==> src/rtl/rgmii_switch_package.sv <==
// Shared types and Ethernet frame-size constants for the RGMII switch datapath.
package rgmii_switch_package;

    typedef enum logic [1:0] {
        S_IDLE,
        S_FORWARD,
        S_DRAIN
    } state_type;

    localparam int unsigned ETHERNET_MAX_FRAME_BYTES = 1522;
    localparam int unsigned ETHERNET_MIN_FRAME_BYTES = 64;

endpackage

==> src/rtl/round_robin_selector.sv <==
// Combinational round-robin pick: the search starts one past the last grant and wraps,
// so the previous winner has lowest priority.
module round_robin_selector #(
    parameter int unsigned NUM_PORTS = 4
) (
    input  logic [NUM_PORTS-1:0]         i_request,
    input  logic [$clog2(NUM_PORTS)-1:0] i_last_index,
    output logic [$clog2(NUM_PORTS)-1:0] o_next_index,
    output logic                         o_found
);

    localparam int unsigned IDX_W = $clog2(NUM_PORTS);

    logic [IDX_W-1:0]     w_cand_idx [NUM_PORTS];
    logic [NUM_PORTS-1:0] w_rotated;

    // Rotated slot k holds the port that sits k+1 places after the last grant.
    for (genvar k = 0; k < NUM_PORTS; k++) begin : g_rotate
        assign w_cand_idx[k] = IDX_W'((32'(i_last_index) + 32'(k) + 32'd1) % NUM_PORTS);
        assign w_rotated[k]  = i_request[w_cand_idx[k]];
    end

    always_comb begin
        o_found      = |w_rotated;
        o_next_index = i_last_index;
        for (int k = NUM_PORTS - 1; k >= 0; k--) begin
            if (w_rotated[k]) begin
                o_next_index = w_cand_idx[k];
            end
        end
    end

endmodule

==> src/rtl/rgmii_frame_arbiter.sv <==
// Frame-level round-robin arbiter: one rx port owns the forwarding path from its first byte
// to its last; a byte watchdog truncates runaway frames and drains the remainder.
module rgmii_frame_arbiter
    import rgmii_switch_package::*;
#(
    parameter int unsigned NUM_PORTS       = 4,
    parameter int unsigned MAX_FRAME_BYTES = ETHERNET_MAX_FRAME_BYTES,
    parameter int unsigned COUNTER_WIDTH   = 11
) (
    input  logic                         clock,
    input  logic                         reset_n,
    input  logic [8*NUM_PORTS-1:0]       port_data,
    input  logic [NUM_PORTS-1:0]         port_first,
    input  logic [NUM_PORTS-1:0]         port_last,
    input  logic [NUM_PORTS-1:0]         port_valid,
    output logic [NUM_PORTS-1:0]         port_ready,
    output logic [7:0]                   out_data,
    output logic                         out_first,
    output logic                         out_last,
    output logic                         out_error,
    output logic                         out_valid,
    input  logic                         out_ready,
    output logic [$clog2(NUM_PORTS)-1:0] grant_index,
    output logic                         grant_active,
    output logic                         stray_byte_drop
);

    localparam int unsigned IDX_W = $clog2(NUM_PORTS);

    state_type r_state, w_state_next;

    logic [IDX_W-1:0]         r_grant, w_next_index;
    logic                     w_found;
    logic [NUM_PORTS-1:0]     w_request, w_stray, w_ready;
    logic                     w_stray_any;
    logic [COUNTER_WIDTH-1:0] r_count, w_count_inc;
    logic                     w_count_hit;
    logic [7:0]               r_out_data, w_sel_data;
    logic                     r_out_last, r_out_error, r_out_valid;
    logic                     w_sel_last, w_sel_valid, w_out_free, w_take;

    assign w_request   = port_valid & port_first;
    assign w_stray     = port_valid & ~port_first;
    assign w_sel_data  = port_data[{r_grant, 3'b000} +: 8];
    assign w_sel_last  = port_last[r_grant];
    assign w_sel_valid = port_valid[r_grant];
    assign w_out_free  = !r_out_valid || out_ready;
    assign w_take      = (r_state == S_FORWARD) && w_sel_valid && w_out_free;
    assign w_count_inc = r_count + COUNTER_WIDTH'(1);
    assign w_count_hit = (w_count_inc == COUNTER_WIDTH'(MAX_FRAME_BYTES));

    round_robin_selector #(
        .NUM_PORTS (NUM_PORTS)
    ) u_selector (
        .i_request    (w_request),
        .i_last_index (r_grant),
        .o_next_index (w_next_index),
        .o_found      (w_found)
    );

    always_ff @(posedge clock or negedge reset_n) begin
        if (!reset_n) begin
            r_state <= S_IDLE;
        end else begin
            r_state <= w_state_next;
        end
    end

    always_comb begin
        w_state_next = r_state;
        unique case (r_state)
            S_IDLE: begin
                if (w_found) begin
                    w_state_next = S_FORWARD;
                end
            end
            S_FORWARD: begin
                if (w_take && w_sel_last) begin
                    w_state_next = S_IDLE;
                end else if (w_take && w_count_hit) begin
                    w_state_next = S_DRAIN;
                end
            end
            S_DRAIN: begin
                if (w_sel_valid && w_sel_last) begin
                    w_state_next = S_IDLE;
                end
            end
            default: w_state_next = S_IDLE;
        endcase
    end

    always_comb begin
        w_ready      = '0;
        w_stray_any  = 1'b0;
        grant_active = 1'b0;
        unique case (r_state)
            S_IDLE: begin
                if (!w_found) begin
                    w_ready     = w_stray;
                    w_stray_any = |w_stray;
                end
            end
            S_FORWARD: begin
                w_ready[r_grant] = w_out_free;
                grant_active     = 1'b1;
            end
            S_DRAIN: begin
                w_ready[r_grant] = 1'b1;
                grant_active     = 1'b1;
            end
            default: ;
        endcase
    end

    // Idle-state stray handshakes must not fire while reset is held.
    assign port_ready      = w_ready & {NUM_PORTS{reset_n}};
    assign stray_byte_drop = w_stray_any & reset_n;

    always_ff @(posedge clock or negedge reset_n) begin
        if (!reset_n) begin
            r_grant     <= IDX_W'(NUM_PORTS - 1);
            r_count     <= '0;
            r_out_data  <= '0;
            r_out_last  <= 1'b0;
            r_out_error <= 1'b0;
            r_out_valid <= 1'b0;
            out_first   <= 1'b0;
        end else begin
            if ((r_state == S_IDLE) && w_found) begin
                r_grant <= w_next_index;
                r_count <= '0;
            end
            if (w_take) begin
                r_out_valid <= 1'b1;
                r_out_data  <= w_sel_data;
                out_first   <= (r_count == '0);
                r_out_last  <= w_sel_last || w_count_hit;
                r_out_error <= !w_sel_last && w_count_hit;
                r_count     <= w_count_inc;
            end else if (out_ready) begin
                r_out_valid <= 1'b0;
            end
        end
    end

    assign out_data    = r_out_data;
    assign out_last    = r_out_last;
    assign out_error   = r_out_error;
    assign out_valid   = r_out_valid;
    assign grant_index = r_grant;

endmodule

==> config.mk <==
export PLATFORM = sky130hd
export DESIGN_NAME = rgmii_frame_arbiter
export DESIGN_NICKNAME = d
export VERILOG_FILES = /design/src/rtl/rgmii_switch_package.sv /design/src/rtl/round_robin_selector.sv /design/src/rtl/rgmii_frame_arbiter.sv
export SDC_FILE = /design/constraint.sdc
export NUM_CORES = 1
export LEC_CHECK = 0
export ABC_CLOCK_PERIOD_IN_PS = 3910
export BUFFER_PORTS_ARGS = -buffer_cell sky130_fd_sc_hd__buf_2
export CORE_MARGIN = 3
export CORE_UTILIZATION = 50
export CTS_CLUSTER_SIZE = 10
export DETAILED_ROUTE_END_ITERATION = 16
export PLACE_DENSITY = 0.79
export SLEW_MARGIN = 30
export SYNTH_ARGS = -nofsm -noshare
export SYNTH_HDL_FRONTEND = slang
export SYNTH_SLANG_ARGS = --single-unit
==> constraint.sdc <==
create_clock -name clock -period 3.91 [get_ports clock]
set_clock_uncertainty 0.05 [all_clocks]
set_input_delay 0.391 -clock clock [delete_from_list [all_inputs] [get_ports clock]]
set_output_delay 0.391 -clock clock [all_outputs]
set_load 0.1 [all_outputs]
==> flow_metrics.py <==
metrics = {
    "timing": {
        "tightest_slew_ns": 0.711,
        "holdWs_ns": 0.0529,
        "fin_crit_sh": 0.892,
        "fmax_ghz": 0.287,
        "finalSetupTns_ns": 0,
        "report.final.slew_viol_count": 0,
        "setup_viol": 0,
        "hold_viol_final": 0,
        "slew_headroom": 0.526,
        "setup_ws_ns": 0.423,
        "grt_setup_unrepaired": "false",
        "post-route-min-period_ns": 3.49,
    },
    "finish": {
        "multi_input_area_um2": 1270,
        "fin_nets": 346,
        "diodes": 0,
        "regArea_um2": 678,
        "drive_above_1_share": 0.345,
        "final.fill_count": 296,
        "area_delta_synth_final_pct": 26.4,
    },
    "power_and_ir_drop": {
        "vdd_ir_drop_max_uv": 719,
        "p_leak_nw": 1.22,
        "fin_total_pwr_mw": 2.14,
        "powerDensity_nw_per_um2": 844,
    },
    "synth": {
        "synth_area_per_cell_um2": 9.01,
        "ys_async_sr_fraction": 1.00,
        "synth.top_cell.area_share": 0.312,
        "yosys.area.top_type": "dfrtp_1",
        "synth_flop_cell": "dfrtp_1",
        "yosysSeqAreaShare": 0.338,
        "netlist_top_cells_area": "dfrtp_1 31%, mux4_2 11%, nand2_1 7.9%",
        "synth_warnings": 0,
        "ys_ff_latch": 27,
        "postSynthCellCount": 223,
        "netlist_area_um2": 2010,
        "synth_edf_count": 0,
        "syn-num-nets": 281,
        "synth_cell_types": 52,
    },
    "cts": {
        "tritoncts": "built",
        "cts_hold_buf": 0,
        "ctsResizeCount": 0,
        "max-clock-path-buffers": 2,
        "cts_inserted_buffers": 3,
        "cts_root_buf": "clkbuf_8",
        "htreeDepth": 1,
        "clk_latency_ns": 0.28,
        "postCtsSetupBuffers": 0,
        "cts.reportedPaths.clkPinSlew_ns": 0.10,
        "cts.sinks": 27,
    },
    "detailed_routing": {
        "wl_per_cell_um": 15.0,
        "vias_per_cell": 5.92,
        "drt_iter0_markers": 164,
        "ant_nets": 0,
        "firstDrtPassIters": 4,
        "drc": 0,
        "routed_wl_mm": 5.02,
        "via_count": 1984,
    },
    "placement": {
        "preCtsSetupSlack_ns": 0.751,
        "port_buffers": 66,
        "routabilityCongestion": 0.892,
        "hpwl_mm": 3.87,
    },
    "grt": {
        "antenna_found_initial": 0,
        "grt-ovfl-total": 0,
        "globalRouteTotalUtil": 0.217,
        "grt_first_pass_wirelength_mm": 8.73,
        "grt_pass1_vias": 1924,
        "grt_max_degree": 30,
    },
    "floorplan": {
        "num_rows": 22,
        "start_util": 0.533,
        "die_h_um": 69.4,
        "die_w_um": 69.4,
        "core-area_um2": 3770,
        "ios": 67,
        "die-area_um2": 4810,
    },
    "hold_path": {
        "hp-class": "input port to asynchronous set/reset pin",
    },
    "run": {
        "cap_violations": 0,
    },
    "worst_setup_path": {
        "end_kind": "output port",
        "crit_arrival_ns": 3.05,
        "cp-start-kind": "flop",
        "worst-setup-path-type": "flop to output port",
        "crit_required_ns": 3.47,
        "cp_max_fo": 15,
    },
    "status": {
        "status": "complete, no violations",
    },
}
## cells in the mapped netlist, drive strengths merged, types with 2 or more instances
master  count
a21oi       5
a22oi       2
nand3      16
or3         2
a32oi       2
nand2      42
inv        11
xnor2       2
buf         5
or2         2
nand2b      4
nor2       13
a211o       2
clkbuf      5
a21o        3
and3        3
ha         11
nand3b      2
nor4b       2
nand4       4
nor3        2
dfrtp      25
o21ai      11
mux4       10
or4         2
nor2b       2
mux2i       2
dfstp       2
a31oi      10
nor4        2
## path summary, 6_finish.rpt
check / endpoint / slack, ns / cells past startpoint / from
setup / recovery: port_ready[2] / 0.42 / 10 / grant_index[1]
hold / removal: out_error / 0.05 / 2 / reset_n
setup reg to reg: r_count[6] / 0.96 / 8 / grant_index[1]
hold reg to reg: out_data[5] / 0.43 / 2 / out_data[5]
max in group asynchronous: grant_index[0] / 3.44 / 2 / reset_n
min in group clock: out_valid / 0.38 / 3 / out_ready
## worst max-delay path: stages, from the launching register on
cell and delay, ns:
dfstp_2 0.73, inv_1 0.14, ha_1 0.39, xor2_1 0.25, nand3_1 0.14, o22a_1 0.23, nor3b_1 0.23, buf_4 0.19
a32oi_1 0.14, nor2_4 0.13, buf_12 0.18
## per-stage QoR
stage / cell area [um2] / util / std cells
after global routing: 2540 / 0.673 / 335
after detailed placement: 2490 / 0.660 / 331
after CTS: 2540 / 0.673 / 335
after floorplan: 2040 / - / 223
final: 2540 / 0.673 / 335
after global placement: 2490 / 0.660 / 331
## layer usage
metal / wire length (um) / GRT usage / vias to the layer above
li1: - / - / 944
met1: 2160 / 0.290 / 957
met2: 2490 / 0.362 / 77
met3: 320 / 0.0377 / 6
met4: 48 / 0.0629 / 0
met5: 0 / 0 / -
## cell usage in the layout (no fill, tap or decap), types with 5 or more instances in the layout
cell and n:
inv_1 11, nand2_1 42, a21oi_1 5, mux4_2 10
buf_2 61, a31oi_1 10, nand3_1 15, ha_1 11
nor2_1 9, o21ai_0 11, buf_12 5, dfrtp_1 25
## cells by family after synthesis
family | share of synthesized area
AO/OA/AOI/OAI | 0.157
XOR/XNOR | 0.0131
adder cells (fa/ha/maj) | 0.0685
buffers and inverters | 0.0430
flip-flops | 0.338
multiplexers | 0.122
AND/OR/NAND/NOR | 0.259
## sequential cells by signal (all words and copies together), names as in the netlist
| register | flops |
|---|---|
| r_count | 11 |
| out_data | 8 |
| grant_index | 2 |
| r_state | 2 |
| out_error | 1 |
| out_first | 1 |
| out_last | 1 |
| out_valid | 1 |
## power by group
part / leakage, nW / internal (mW) / switching [mW]
logic: 0.845 / 0.435 / 1.08
clock network: 0.0217 / 0.0725 / 0.0967
registers: 0.349 / 0.374 / 0.0870
total: 1.22 / 0.881 / 1.26
## cell type report
class / instances / area share
repair buffers: 70 / 0.172
multi-input cells: 175 / 0.502
inverters: 11 / 0.0163
flip-flops and latches: 27 / 0.267
clock buffers: 3 / 0.0163
well taps: 48 / 0.0237
clock inverters: 1 / 0.00296
No activity file was read; power rests on OpenSTA's default activity.
